### config.mk
export PLATFORM = sky130hd
export DESIGN_NAME = byte_decode_stream_flat
export DESIGN_NICKNAME = d
export VERILOG_FILES = /design/src/rtl/mlkem_pkg.sv /design/src/rtl/byte_decode_stream_if.sv /design/src/rtl/mod_q_reduce.sv /design/src/rtl/byte_decode_stream.sv /design/src/flat_wrapper.sv
export SDC_FILE = /design/constraint.sdc
export NUM_CORES = 1
export LEC_CHECK = 0
export BUFFER_PORTS_ARGS = -buffer_cell sky130_fd_sc_hd__buf_2
export CORE_MARGIN = 8
export CORE_UTILIZATION = 59
export DETAILED_ROUTE_END_ITERATION = 10
export PLACE_DENSITY_LB_ADDON = 0.3
export SYNTH_ARGS = -nofsm -noshare
export SYNTH_HDL_FRONTEND = slang
export SYNTH_HIERARCHICAL = 1
export SYNTH_SLANG_ARGS = --single-unit
export TNS_END_PERCENT = 10
### constraint.sdc
create_clock -name clk -period 2.9 [get_ports clk]
set_input_delay 0.145 -clock clk [delete_from_list [all_inputs] [get_ports clk]]
set_output_delay 0.145 -clock clk [all_outputs]
set_load 0.01 [all_outputs]
### src/rtl/mlkem_pkg.sv
// ML-KEM constants and the shared coefficient type used by the
// decode/compress stages.
package mlkem_pkg;

  localparam int Q        = 3329;
  localparam int N_COEFFS = 256;
  localparam int COEFF_W  = 12;

  typedef logic [COEFF_W-1:0] coeff_t;

endpackage

### src/rtl/byte_decode_stream_if.sv
// Byte-in / coefficient-out stream bundle for byte_decode_stream.
// The decoder uses the slave side.
interface byte_decode_stream_if
  import mlkem_pkg::*;
#(
  parameter int IN_BYTES = 1
);

  logic                     in_valid;
  logic                     in_ready;
  logic [IN_BYTES-1:0][7:0] in_data;
  logic                     out_valid;
  logic                     out_ready;
  coeff_t                   out_coeff;
  logic                     out_noncanon;
  logic                     out_last;

  modport master (
    output in_valid, in_data, out_ready,
    input  in_ready, out_valid, out_coeff, out_noncanon, out_last
  );

  modport slave (
    input  in_valid, in_data, out_ready,
    output in_ready, out_valid, out_coeff, out_noncanon, out_last
  );

endinterface

### src/rtl/mod_q_reduce.sv
// Single conditional subtract of q. Values are 12-bit, so they are < 2q
// and one subtract always lands in 0..q-1.
module mod_q_reduce
  import mlkem_pkg::*;
(
  input  logic [11:0] raw,
  output coeff_t      coeff,
  output logic        noncanon
);

  localparam logic [11:0] Q12 = 12'(Q);

  assign noncanon = (raw >= Q12);
  assign coeff    = noncanon ? coeff_t'(raw - Q12) : coeff_t'(raw);

endmodule

### src/rtl/byte_decode_stream.sv
// Streaming ByteDecode_d: packs input bytes into a bit buffer and emits one
// D-bit coefficient per handshake, reduced mod q when D is 12.
module byte_decode_stream
  import mlkem_pkg::*;
#(
  parameter int D        = 12,
  parameter int IN_BYTES = 1
)
(
  input  logic                 clk,
  input  logic                 rst,
  byte_decode_stream_if.slave  bus
);

  localparam int W      = 8 * IN_BYTES;
  localparam int BUF_W  = W + D - 1;
  localparam int FILL_W = $clog2(BUF_W + 1);

  localparam logic [FILL_W-1:0] D_F = FILL_W'(D);
  localparam logic [FILL_W-1:0] W_F = FILL_W'(W);

  if (D < 1 || D > 12) begin : g_bad_d
    $error("byte_decode_stream: D=%0d outside 1..12", D);
  end
  if (IN_BYTES != 1 && IN_BYTES != 2 && IN_BYTES != 4 &&
      IN_BYTES != 8 && IN_BYTES != 16 && IN_BYTES != 32) begin : g_bad_in_bytes
    $error("byte_decode_stream: IN_BYTES=%0d not a supported width", IN_BYTES);
  end

  logic [BUF_W-1:0]  bit_buf;
  logic [FILL_W-1:0] fill;
  logic [7:0]        idx;
  logic              accept;
  logic              emit;
  coeff_t            raw;

  // Ready/valid come from fill only, so they can never both be high.
  assign bus.in_ready  = ~rst & (fill <  D_F);
  assign bus.out_valid = ~rst & (fill >= D_F);
  assign accept        = bus.in_valid  & bus.in_ready;
  assign emit          = bus.out_valid & bus.out_ready;

  // Bits above fill are always zero, so OR-ing in the shifted beat is a write.
  always_ff @(posedge clk) begin
    if (rst) begin
      bit_buf <= '0;
      fill    <= '0;
      idx     <= '0;
    end else if (accept) begin
      bit_buf <= bit_buf | (BUF_W'(bus.in_data) << fill);
      fill    <= fill + W_F;
    end else if (emit) begin
      bit_buf <= bit_buf >> D;
      fill    <= fill - D_F;
      idx     <= idx + 8'd1;
    end
  end

  assign raw = COEFF_W'(bit_buf[D-1:0]);

  if (D == COEFF_W) begin : g_reduce
    mod_q_reduce u_reduce (
      .raw      (raw),
      .coeff    (bus.out_coeff),
      .noncanon (bus.out_noncanon)
    );
  end else begin : g_pass
    assign bus.out_coeff    = raw;
    assign bus.out_noncanon = 1'b0;
  end

  assign bus.out_last = bus.out_valid & (idx == 8'hFF);

endmodule

### src/flat_wrapper.sv
// flat-port wrapper written by rule: the top's interface ports become plain ports
module byte_decode_stream_flat import mlkem_pkg::*;
#(
  parameter int D        = 12,
  parameter int IN_BYTES = 1
)
  (clk, rst, bus_in_valid, bus_in_data, bus_out_ready, bus_in_ready, bus_out_valid, bus_out_coeff, bus_out_noncanon, bus_out_last);
  byte_decode_stream_if #(.IN_BYTES(IN_BYTES)) bus_i ();
  input  logic clk;
  input  logic rst;
  input wire logic [$bits(bus_i.in_valid)-1:0] bus_in_valid;
  input wire logic [$bits(bus_i.in_data)-1:0] bus_in_data;
  input wire logic [$bits(bus_i.out_ready)-1:0] bus_out_ready;
  output wire logic [$bits(bus_i.in_ready)-1:0] bus_in_ready;
  output wire logic [$bits(bus_i.out_valid)-1:0] bus_out_valid;
  output wire logic [$bits(bus_i.out_coeff)-1:0] bus_out_coeff;
  output wire logic [$bits(bus_i.out_noncanon)-1:0] bus_out_noncanon;
  output wire logic [$bits(bus_i.out_last)-1:0] bus_out_last;
  assign bus_i.in_valid = bus_in_valid;
  assign bus_i.in_data = bus_in_data;
  assign bus_i.out_ready = bus_out_ready;
  assign bus_in_ready = bus_i.in_ready;
  assign bus_out_valid = bus_i.out_valid;
  assign bus_out_coeff = bus_i.out_coeff;
  assign bus_out_noncanon = bus_i.out_noncanon;
  assign bus_out_last = bus_i.out_last;
  byte_decode_stream #(.D(D), .IN_BYTES(IN_BYTES)) u_core (.clk(clk), .rst(rst), .bus(bus_i));
endmodule
# Yosys cells after proc, flatten, opt, wreduce, memory -nomap -nowiden
# Cells that the tools add are included.
# classes
addsub,4
mul,0
div,0
n_lt_le_gt_ge,3
n_eq_ne,1
shifts,1
mux,5
bitwise,8
n_reduce_logical,2
# ops
operator,count
2-to-1 mux 19 bit,2
bitwise OR 19 bit,1
<< shifter 8 x 5 -> 19 bit,1
greater-or-equal comparator 12 bit (second input constant),1
2-to-1 mux 12 bit,1
subtractor 12 bit (second input constant),1
2-to-1 mux 5 bit,2
adder 8 x 1 -> 8 bit (second input constant),1
equality test 8 bit (second input constant),1
adder 5 x 4 -> 5 bit (second input constant),1
bitwise AND 1 bit,5
greater-or-equal comparator 5 x 4 -> 1 bit (second input constant),1
< comparator 5 x 4 -> 1 bit (second input constant),1
subtractor 5 x 4 -> 5 bit (second input constant),1
inverter 1 bit,2
AND reduction 2 bit,1
nonzero test 2 bit,1
# word_totals
register_bits,32
latchBits,0
mem_bits_rw,0
rom_bits,0
out_inout_bits,16
word_cells,27
memories,0

# Logic depth before layout (Yosys ltp)
# Gate-level depths: netlist of run 1.
# depth
depth_word,5
depth_mapped,8

# Cells and area by module
# Netlist of run 1, hierarchy kept.
# by_module_without_submodules
module,instances,cells_per_inst,area_each_um2,seq_area_each_um2
byte_decode_stream,1,156,1410.1,600.6
mod_q_reduce,1,46,344.1,0.0

# Least setup slack after synthesis of run 1
# Ideal clock, no wire load.
# synth_path
path_kind,register -> register
start,reg u_core.fill[4]
end,reg u_core.idx[7]
arrival_ps,1792
t_required_ps,2829
setup_slack_ps,1038
stages_incl_launch_ff,8
n_path_buf,1
path_cell_list,dfxtp_1 > buf_4 > inv_1 > ha_1 > a211oi_2 > a211o_1 > or4_1 > a21oi_1
# synth_via
elab_chain_cells,5
elab_cells_between_ends,8
cone_classes,2 x order compare; 5 x bitwise; 1 x reduce/logical
# synth_rtl
element,line_no,rtl
"start, declared",byte_decode_stream.sv:31,logic [FILL_W-1:0] fill;
"start signal, assigned",byte_decode_stream.sv:51,fill <= fill + W_F;
"start signal, assigned",byte_decode_stream.sv:54,fill <= fill - D_F;
< comparator 5 x 4 -> 1 bit,byte_decode_stream.sv:38,assign bus.in_ready = ~rst & (fill < D_F);
bitwise AND 1 bit,byte_decode_stream.sv:38,
via bus_in_ready,flat_wrapper.sv:14,output wire logic [$bits(bus_i.in_ready)-1:0] bus_in_ready;
bitwise AND 1 bit,byte_decode_stream.sv:40,assign accept = bus.in_valid & bus.in_ready;
inverter 1 bit (no line),-,
AND reduction 2 bit (no line),-,
"end signal, assigned",byte_decode_stream.sv:55,idx <= idx + 8'd1;
"end, declared",byte_decode_stream.sv:32,logic [7:0] idx;
# The timed path passes the listed nets, and every way through them passes these cells.
# A chain may end at the register's enable or synchronous reset.

# Final worst setup path of run 1
# layout_path
start,reg u_core.fill[4]
end,reg u_core.bit_buf[11]
# layout_via
elab_chain_cells,4
elab_cells_between_ends,10
cone_classes,2 x order compare; 1 x shift; 1 x mux; 5 x bitwise; 1 x reduce/logical
# layout_rtl
element,line_no,rtl
< comparator 5 x 4 -> 1 bit / greater-or-equal comparator 5 x 4 -> 1 bit (equally long branches),"byte_decode_stream.sv:38, byte_decode_stream.sv:39",
bitwise AND 1 bit (on tied branches),"byte_decode_stream.sv:38, byte_decode_stream.sv:39",
bitwise AND 1 bit (on tied branches),"byte_decode_stream.sv:40, byte_decode_stream.sv:41",
2-to-1 mux 19 bit / nonzero test 2 bit (equally long branches),-,
"end signal, assigned",byte_decode_stream.sv:50,bit_buf <= bit_buf | (BUF_W'(bus.in_data) << fill);
"end signal, assigned",byte_decode_stream.sv:53,bit_buf <= bit_buf >> D;
"end, declared",byte_decode_stream.sv:30,logic [BUF_W-1:0] bit_buf;
# Several ways; a longest one is shown, not always the timed one.

==> summary.md, run 1 <==
| Metric | Value |
|---|---|
| Maxcap violations | 0 |
| Worst R2R Setup Slack | 0.56 ns |
| Crit path buf inv count | 1 |
| Yosys reg bits | 30 |
| Ys flop type | dfxtp_1 |
| DRT iter0 DRCs | approximately 110 |
| Cell family contributing the most delay on the critical path | compound AO/OA/AOI/OAI gates |
| Largest net degree at the start of global routing | 24 |
| Critical path's slowest cell | dfxtp_1 |
| Core area | around 2800 um^2 |
| Cell depth of the worst flop-to-flop path | 6 |
| Critical path arrival | about 2.6 ns |
| CTS resizes | 0 |
| Worst path depth | 6 |
| DIE HEIGHT | slightly above 70 um |
| Final ANT Viol Nets | 0 |
| Cts-stage hold buffer count | 0 |
| Yosys warns | 6 |
| GR Overflow Total | 0 |
| DRC | 0 |
| Tot Pwr | between 0.8 and 0.9 mW |
| Worst-Margin Slew | 0.462 ns |
| Place WS | 0.597 ns |
| Initial Util | 63.1% |
| Final TNS setup | 0 ns |
| Worst Skew | 0.00978 ns |
| Commonest cells in the netlist | dfxtp_1 (30), nor2_1 (28), a21oi_1 (16) |
| Max incr delay on CP | 0.51 ns |
| Post-CTS Setup Inserts | 0 |
| Final WL | 4050 um |
| Unique cell type count in the Yosys netlist | 44 |
| CP required | 3.16 ns |
| Min Tclk post-route | between 2 and 2.5 ns |
| Synth area leader | dfxtp_1 |
| Netlist Area Pre-Place | 1750 um^2 |
| GRT Total Usage | 16.8% |
| Clock latency on the worst-skew pair | 0.33 ns |
| Synth-to-Final Area Change | 11.5% |
| Syn Inst Count | 202 |
| Gpl congestion | a little under 0.9 |
| Startpoint types | flip-flop |
| Setup CP Type | reg2reg |
| Post-Syn Nets | 220 |
| Top-count cell post-synth | dfxtp_1 |
| H-tree depth | 2 |
| CP startpoint | u_core/fill[4] |
| Clk buf depth | 2 |
| Hold/Removal Path Class | in2reg |
| Reg-to-reg critical path endpoint | u_core/bit_buf[11] |
| Clock sinks | 30 |
| Critical R2R Launch | u_core/fill[4] |
| Slew HR | between 60% and 70% |
| Final worst slack | 0.556 ns |
| Worst-path clk slew | 0.09 ns |
| Drt wl/cell | between 15 and 20 um |
| Fraction of layout cells with a size suffix above 1 | 22.3% |
| Total iterations of the first detailed-routing run | 4 |
| VDD IR max | 0.411 mV |
| Port bufs | 27 |
| Fmax | 427 MHz |
| Post-synth ARST share | 0% |
| CTS Buf Count | 5 |
| Io pins | 28 |
| Period utilisation layout | 80.8% |
| N_diodes | 0 |
| Nets | 246 |
| Final Slew Violations | 0 |
| First-pass GRT wire length | 7030 um |
| Critical Path End | u_core/bit_buf[11] |
| Fillers | 234 |
| Hpwl dp | just over 3000 um |
| Finish-stage setup viols | 0 |
| Sequential share of the synthesized area | between 30% and 40% |
| Die area | between 4000 and 5000 um^2 |
| PD cells | 447 nW/um^2 |
| Syn avg cell area | 8.68 um^2 |
| Root Driver | clkbuf_4 |
| Number of global-route vias before repair | approximately 1600 |
| CTS tree | done |
| Area share of the largest cell type after synthesis | 34.2% |
| Utilization after layout | 70.3% |
| RSZ-0062 raised after global routing | false |
| Status | finished, final reports clean |
| Crit. End Element | flip-flop |
| Final Hold Viols | 0 |
| Crit Path Max Fanout | 16 |
| EDFF count, synth | 0 |
| Crit-path cells | inv_1 -> ha_1 -> a211oi_2 -> a211o_1 -> nand2b_1 -> nor2_1 |
| Leakage power | 0.782 nW |
| Synth top area cells | dfxtp_1 (34%), nor2_1 (6.0%), a21oi_1 (4.6%) |
| Via count | 1632 |
| Die width | between 70 and 80 um |
| Row count | 19 |
| Via density | 6.28 |
| Initial antenna violation count | 0 |
[metrics by stage]
step / hold WS, ns / std cells / instance area, um^2
after global placement: 0.447 / 252 / 1900
after floorplan: 0.332 / 202 / 1750
after detailed placement: 0.468 / 252 / 1900
final: 0.205 / 260 / 1960
after global routing: 0.198 / 260 / 1960
after CTS: 0.197 / 260 / 1960
[cell families (layout without fill, tap and decap cells)]
kind of cell	Yosys count	in the layout	synth area share [%]
compound gates	57	57	24.6
xor+xnor	9	9	4.49
fa+ha+maj	6	6	4.28
buf+inv	18	45	4.42
flops	30	30	34.2
mux	10	10	6.06
simple gates	72	72	21.9
[cells in the final DEF (no fill, tap or decap), types with 2 or more instances in the layout]
cell type	count
a32o_1	3
nor3_2	2
nor2_1	28
o21ai_0	3
o21a_1	3
o31ai_1	2
a31oi_1	5
nor3_1	9
mux2_2	5
a211oi_2	3
buf_2	27
nor4_1	2
or4_1	2
o211ai_1	2
nor2b_1	2
a21oi_1	16
and2_1	3
clkbuf_4	5
inv_1	7
ha_1	6
o2111ai_1	4
buf_4	2
nand2_1	7
a211oi_1	7
nand2b_1	5
a311oi_1	2
a22o_1	4
xnor2_1	9
nand3_1	3
nand4_1	2
mux2i_1	5
dfxtp_1	30
[routing by layer]
| layer | vias to the layer above | part of all wire, % | global-route usage (%) |
|---|---|---|---|
| met3 | 5 | 5.8 | 6.21 |
| met2 | 40 | 53 | 29.5 |
| met1 | 782 | 40 | 17.6 |
| li1 | 805 | - | - |
| met4 | 0 | 1.2 | 7.14 |
| met5 | - | 0 | 0 |
[layout make-up]
type,instances,area (um^2),area share [%]
Clock buffer,7,55.1,2.82
Multi-Input combinational cell,154,1080,55.0
Inverter,8,30.0,1.54
Sequential cell,30,601,30.7
Tap cell,31,38.8,1.98
Timing Repair Buffer,29,150,7.68
Clock inverter,1,5.00,0.256
[flip-flops by register name (all words and copies together) (netlist names)]
| register | flops |
|---|---|
| u_core/bit_buf | 19 |
| u_core/fill | 3 |
| u_core/idx | 8 |
[power by group]
part | internal (mW) | switching (mW) | leakage, nW
logic | 0.0683 | 0.0936 | 0.504
clock network | 0.117 | 0.141 | 0.0353
registers | 0.428 | 0.0265 | 0.243
total | 0.614 | 0.261 | 0.782
[worst min-delay path by stage]
| stage | from | end | slack [ns] | cells after the start |
|---|---|---|---|---|
| 2_1_floorplan | rst | bus_in_ready | 0.33 | 1 |
| 3_3_place_gp | u_core/idx[6] | u_core/idx[6] | 0.45 | 1 |
| 3_5_place_dp | u_core/bit_buf[8] | u_core/bit_buf[8] | 0.47 | 2 |
| 4_1_cts | bus_in_data[5] | u_core/bit_buf[17] | 0.20 | 4 |
| 5_1_grt | rst | u_core/idx[0] | 0.20 | 2 |
| 6_report | bus_in_data[3] | u_core/bit_buf[3] | 0.21 | 3 |
[worst register-to-register path, stage by stage (launching register included)]
cell      delay [ns]
dfxtp_1         0.51
inv_1           0.14
ha_1            0.24
a211oi_2        0.37
a211o_1         0.45
nand2b_1        0.36
nor2_1          0.20
Note: power is estimated with default switching activity, not from simulation.
==> run 2, diff against run 1 <==
--- a/config.mk
+++ b/config.mk
@@ -5,9 +5,10 @@
 export SDC_FILE = /design/constraint.sdc
 export NUM_CORES = 1
 export LEC_CHECK = 0
+export ABC_AREA = 1
 export BUFFER_PORTS_ARGS = -buffer_cell sky130_fd_sc_hd__buf_2
 export CORE_MARGIN = 8
-export CORE_UTILIZATION = 59
+export CORE_UTILIZATION = 58
 export DETAILED_ROUTE_END_ITERATION = 10
 export PLACE_DENSITY_LB_ADDON = 0.3
 export SYNTH_ARGS = -nofsm -noshare
==> constraint.sdc (replaced) <==
create_clock -name clk -period 2.3 [get_ports clk]
set_input_delay 0.115 -clock clk [delete_from_list [all_inputs] [get_ports clk]]
set_output_delay 0.115 -clock clk [all_outputs]
set_load 0.01 [all_outputs]
==> run 2 against run 1 <==
  * Sequential power grew 24%
  * Final cell count increased by 60%
  * Die area increased by 18%
  * Hold slack got worse by 0.10 ns
  * Combinational power is 83% higher
  * Clock skew fell by 0.0077 ns
  * Synthesized area is 21% higher
  * Sequential cell count is the same
  * Setup slack got worse by 0.18 ns
  * Non-clock buffer count decreased by 1
  * Clock power increased by 68%
  * Critical endpoint is now bus_out_coeff[9]
  * Largest cell class unchanged
  * Largest power group unchanged
  * Highest routed layer unchanged
==> summary.md, run 2 <==
| Metric | Value |
|---|---|
| Initial Util | between 50% and 60% |
| Post-CTS Setup Inserts | 0 |
| Min Tclk post-route | approximately 1.9 ns |
| Synth-to-Final Area Change | 11.2% |
| Yosys warns | 6 |
| N_diodes | 0 |
| Critical path arrival | 1.81 ns |
| Largest net degree at the start of global routing | 26 |
| Crit-path cells | inv_1 -> ha_1 -> nand2_2 -> o21ai_2 -> nand3_1 -> nand2_1 -> buf_2 |
| CP required | 2.18 ns |
| Status | finished, final reports clean |
| Startpoint types | flip-flop |
| First-pass GRT wire length | roughly 8800 um |
| Nets | 384 |
| Clock sinks | 30 |
| Yosys reg bits | 30 |
| Root Driver | clkbuf_8 |
| Netlist Area Pre-Place | 2130 um^2 |
| Leakage power | around 1.1 nW |
| Maxcap violations | 0 |
| Max FFs per register | 19 |
| PD cells | 547 nW/um^2 |
| Gpl congestion | 0.887 |
| Crit Path Max Fanout | 10 |
| Final ANT Viol Nets | 0 |
| Max incr delay on CP | 0.39 ns |
| Final WL | 4950 um |
| Row count | 22 |
| Final Slew Violations | 0 |
| Hold/Removal Path Class | in2reg |
| Die width | ~77 um |
| CTS tree | done |
| Switch share | 31.6% |
| Utilization after layout | about two thirds |
| Hpwl dp | 3820 um |
| Slew HR | 72.0% |
| Crit path buf inv count | 2 |
| DRC | 0 |
| Port bufs | 27 |
| Cell Int Power | 0.885 mW |
| Syn avg cell area | approximately 6.3 um^2 |
| GRT Total Usage | between 10% and 20% |
| VDD IR max | 0.347 mV |
| Drt wl/cell | approximately 12 um |
| Worst Skew | between 0.002 and 0.0025 ns |
| EDFF count, synth | 0 |
| Period utilisation layout | 83.8% |
| Critical path's slowest cell | o21ai_2 |
| Sequential share of power | a little over two fifths |
| Commonest non-fill, non-tap cells in the layout | nand2_1 (91), nor2_1 (59), inv_1 (39) |
| Worst-path clk slew | 0.06 ns |
| Synth top area cells | dfxtp_1 (28%), nand2_1 (16%), nor2_1 (10%) |
| Final Hold Viols | 0 |
| Post-Syn Nets | between 300 and 400 |
| GR Overflow Total | 0 |
| Sw Pwr | 0.410 mW |
| RSZ-0062 raised after global routing | false |
| Via count | 2179 |
| CTS resizes | 0 |
| Clock latency on the worst-skew pair | 0.28 ns |
| Crit. End Element | output pin |
| DIE HEIGHT | 76.6 um |
| Fmax | 519 MHz |
| DRT iter0 DRCs | roughly 120 |
| Synth area leader | dfxtp_1 |
| Biggest register | u_core/bit_buf |
| Clock Power Share | around a third |
| Initial antenna violation count | 0 |
| Final TNS setup | 0 ns |
| Io pins | 28 |
| Post-synth ARST share | 0% |
| Core area | 3610 um^2 |
| Unique cell type count in the Yosys netlist | 34 |
| Total iterations of the first detailed-routing run | 4 |
| Fraction of layout cells with a size suffix above 1 | 16.1% |
| Cts-stage hold buffer count | 0 |
| Top-count cell post-synth | nand2_1 |
| Syn Inst Count | around 340 |
| Die area | 5870 um^2 |
| Sequential share of the synthesized area | 28.2% |
| Finish-stage setup viols | 0 |
| Clk buf depth | 2 |
| Worst-Margin Slew | 0.420 ns |
| Area share of the largest cell type after synthesis | between 20 and 30% |
| Setup CP Type | reg2out |
| Via density | 5.25 |
| CTS Buf Count | 5 |
| Biggest regs | u_core/bit_buf x19, u_core/idx x8, u_core/fill x3 |
| Commonest cells in the netlist | nand2_1 (91), nor2_1 (59), inv_1 (39) |
| Number of global-route vias before repair | 1982 |
| Ys flop type | dfxtp_1 |
| Combinational power share | 23.0% |
| Cell family contributing the most delay on the critical path | compound AO/OA/AOI/OAI gates |
| Commonest non-fill, non-tap cell in the layout | nand2_1 |
| H-tree depth | 2 |
-- run 2: power groups by stage --
stage,combinational (mW),sequential [mW],clock [mW]
after CTS,0.297,0.563,0.446
after global routing,0.337,0.566,0.467
after floorplan,0.230,0.569,0
final,0.297,0.563,0.434
after detailed placement,0.295,0.574,0
after global placement,0.290,0.574,0
-- run 2: cell families after synthesis --
group | share of synthesized area [%]
DFF | 28.2
AOI/OAI and AO/OA | 12.7
adders and majority gates | 3.53
buffers and inverters | 10.1
and+or+nand+nor | 42.2
xor gates and xnor gates | 3.29
-- run 2: worst register-to-register path, delay by kind of cell (launching register included) --
family / cells / cell delay [ns]
AO/OA/AOI/OAI: 1 / 0.16
adder cells (fa/ha/maj): 1 / 0.21
buffers and inverters: 2 / 0.24
flip-flops: 1 / 0.41
AND/OR/NAND/NOR: 5 / 0.78
-- run 2: final timing paths --
check        depth (start not counted)                from  slack (ns)                 end
max                                  7   u_core/bit_buf[0]        0.37    bus_out_coeff[9]
min                                  2                 rst        0.10       u_core/idx[7]
max reg2reg                          9      u_core/fill[4]        0.42  u_core/bit_buf[17]
min reg2reg                          2  u_core/bit_buf[17]        0.47  u_core/bit_buf[17]
-- run 2: layout make-up --
type / count / area, um^2
Clock inverter: 1 / 5.00
Sequential cell: 30 / 601
Multi-Input combinational cell: 259 / 1310
Clock buffer: 7 / 86.3
Timing Repair Buffer: 28 / 143
Fill cell: 347 / 1240
Tap cell: 48 / 60.1
Inverter: 42 / 160
-- run 2: per-stage QoR --
step	cell area (um^2)	setup WS (ns)	power [mW]	hold WS [ns]	instances
2_1_floorplan	2130	0.748	0.799	0.184	338
3_3_place_gp	2280	0.536	0.865	0.396	407
3_5_place_dp	2280	0.441	0.870	0.403	407
4_1_cts	2370	0.373	1.31	0.0984	415
5_1_grt	2370	0.204	1.37	0.105	415
6_report	2370	0.373	1.29	0.103	415
-- run 2: layer usage --
metal	share of wire, %	wire length, um	vias to the layer above	track usage, %
li1	-	-	1129	-
met5	0	0	-	0
met3	7.1	352	8	5.42
met1	47	2330	965	22.3
met2	45	2210	77	28.1
met4	1.1	56	0	5.00
==> run 3, diff against run 2 <==
==> constraint.sdc (replaced) <==
create_clock -name clk -period 2 [get_ports clk]
set_input_delay 0.1 -clock clk [delete_from_list [all_inputs] [get_ports clk]]
set_output_delay 0.1 -clock clk [all_outputs]
set_load 0.01 [all_outputs]
==> run 3 against run 2 <==
  * Clock skew grew 0.0016 ns
  * Wire length shrank 1.3%
  * Largest cell class unchanged
  * Highest routed layer unchanged
  * First-iteration DRC count shrank 21%
  * Non-clock buffer count grew 2
  * Sequential power grew 15%
  * Final cell count is the same
==> summary.md, run 3 (synthesis results as in run 2) <==
| Metric | Value |
|---|---|
| Clk buf depth | 2 |
| Sequential share of power | 44.5% |
| Hpwl dp | approximately 3800 um |
| GRT Total Usage | 17.8% |
| DRC | 0 |
| Period utilisation layout | 91.9% |
| CTS tree | done |
| Worst Skew | roughly 0.0037 ns |
| Clock latency on the worst-skew pair | 0.27 ns |
| DRT iter0 DRCs | 96 |
| Port bufs | 27 |
| Initial Util | 59.1% |
| Fillers | 351 |
| Commonest non-fill, non-tap cell in the layout | nand2_1 |
| Crit path buf inv count | 2 |
| Final WL | ~5000 um |
| Final worst slack | around 0.16 ns |
| Initial antenna violation count | 0 |
| Place WS | roughly 0.23 ns |
| Crit-path most repeated cell | nand2_1 |
| Startpoint types | flip-flop |
| Critical path arrival | 1.74 ns |
| Crit-path cells | inv_1 -> ha_1 -> nand2_2 -> nand3_2 -> nand3_4 -> nand2_1 -> nand2_1 -> buf_2 |
| Sw Pwr | roughly 0.45 mW |
| Die area | 5870 um^2 |
| Status | finished, final reports clean |
| Non-Filler Instances | approximately 420 |
| Core area | 3610 um^2 |
| H-tree depth | 2 |
| Number of global-route vias before repair | 2075 |
| Biggest register | u_core/bit_buf |
| Via density | 5.15 |
| Min Tclk post-route | between 1.5 and 2 ns |
| Drt wl/cell | 11.8 um |
| Final ANT Viol Nets | 0 |
| Gpl congestion | 0.922 |
| N_diodes | 0 |
| Leakage power | 1.15 nW |
| Final Slew Violations | 0 |
| Nets | 386 |
| Final TNS setup | 0 ns |
| Tot Pwr | 1.46 mW |
| Cell Int Power | 1.01 mW |
| Clock sinks | 30 |
| Io pins | 28 |
| Cell family contributing the most delay on the critical path | simple AND/OR/NAND/NOR gates |
| Slew HR | 76.8% |
| DIE HEIGHT | 76.6 um |
| Die width | 76.6 um |
| Row count | 22 |
| Via count | 2137 |
| Worst-Margin Slew | 0.345 ns |
| Max incr delay on CP | between 0.4 and 0.5 ns |
| RSZ-0062 raised after global routing | false |
| Critical path's slowest cell | dfxtp_1 |
| Final hold slack | 0.101 ns |
| GR Overflow Total | 0 |
| Worst R2R Setup Slack | 0.22 ns |
| Final Hold Viols | 0 |
| PD cells | about 610 nW/um^2 |
| Largest net degree at the start of global routing | 18 |
| Crit. End Element | output pin |
| Clock Power Share | 31.5% |
| Max FFs per register | 19 |
| Finish-stage setup viols | 0 |
| Hold/Removal Path Class | in2reg |
| First-pass GRT wire length | 9000 um |
| Post-DP Area | 2290 um^2 |
| CTS Buf Count | 5 |
| Switch share | 30.8% |
| Crit Path Max Fanout | 12 |
| VDD IR max | around 0.4 mV |
| Total iterations of the first detailed-routing run | 5 |
| Fmax | ~540 MHz |
| Worst-path clk slew | 0.06 ns |
| Setup CP Type | reg2out |
| Utilization after layout | 66.3% |
| CP required | 1.90 ns |
| Final Cell Area | 2390 um^2 |
| Placed Cells | approximately 410 |
| Synth-to-Final Area Change | 12.2% |
| Combinational power share | 24.0% |
| Commonest non-fill, non-tap cells in the layout | nand2_1 (91), nor2_1 (59), inv_1 (39) |
| Maxcap violations | 0 |
| Fraction of layout cells with a size suffix above 1 | 16.3% |
| Biggest regs | u_core/bit_buf x19, u_core/idx x8, u_core/fill x3 |
| Root Driver | clkbuf_8 |
## run 3: path summary, 6_finish.rpt
check                      from                 end  cells past startpoint
max reg2reg      u_core/fill[3]   u_core/bit_buf[2]                     10
min                         rst       u_core/idx[5]                      2
min reg2reg  u_core/bit_buf[17]  u_core/bit_buf[17]                      2
max           u_core/bit_buf[1]    bus_out_coeff[6]                      8
## run 3: final cells by class
| cell class | instances | area, um^2 | area share (%) |
|---|---|---|---|
| tap | 48 | 60.1 | 2.51 |
| sequential | 30 | 601 | 25.1 |
| inverter | 42 | 160 | 6.70 |
| clock buffer | 6 | 82.6 | 3.46 |
| timing repair buffer | 30 | 158 | 6.60 |
| multi-input combinational | 259 | 1330 | 55.6 |
## run 3: timing repair
item,in CTS,in global routing
endpoints found under the hold margin,0,0
endpoints found under the setup margin,0,10
hold buffers,0,0
setup buffers,0,0
resized for setup,0,2
## run 3: power by group through the flow
stage / clock network (mW) / logic (mW) / registers (mW)
floorplan: 0 / 0.265 / 0.654
global placement: 0 / 0.339 / 0.660
detailed placement: 0 / 0.344 / 0.661
CTS: 0.469 / 0.347 / 0.648
global route: 0.497 / 0.402 / 0.652
finish: 0.459 / 0.349 / 0.649
## run 3: per-layer routing
metal  vias to the layer above  part of all wire (%)  global-route usage (%)
li1                       1127                     -                       -
met2                        62                    47                    29.9
met3                         6                   5.3                    4.48
met1                       942                    46                    21.6
met5                         -                     0                       0
met4                         0                   1.3                    5.58
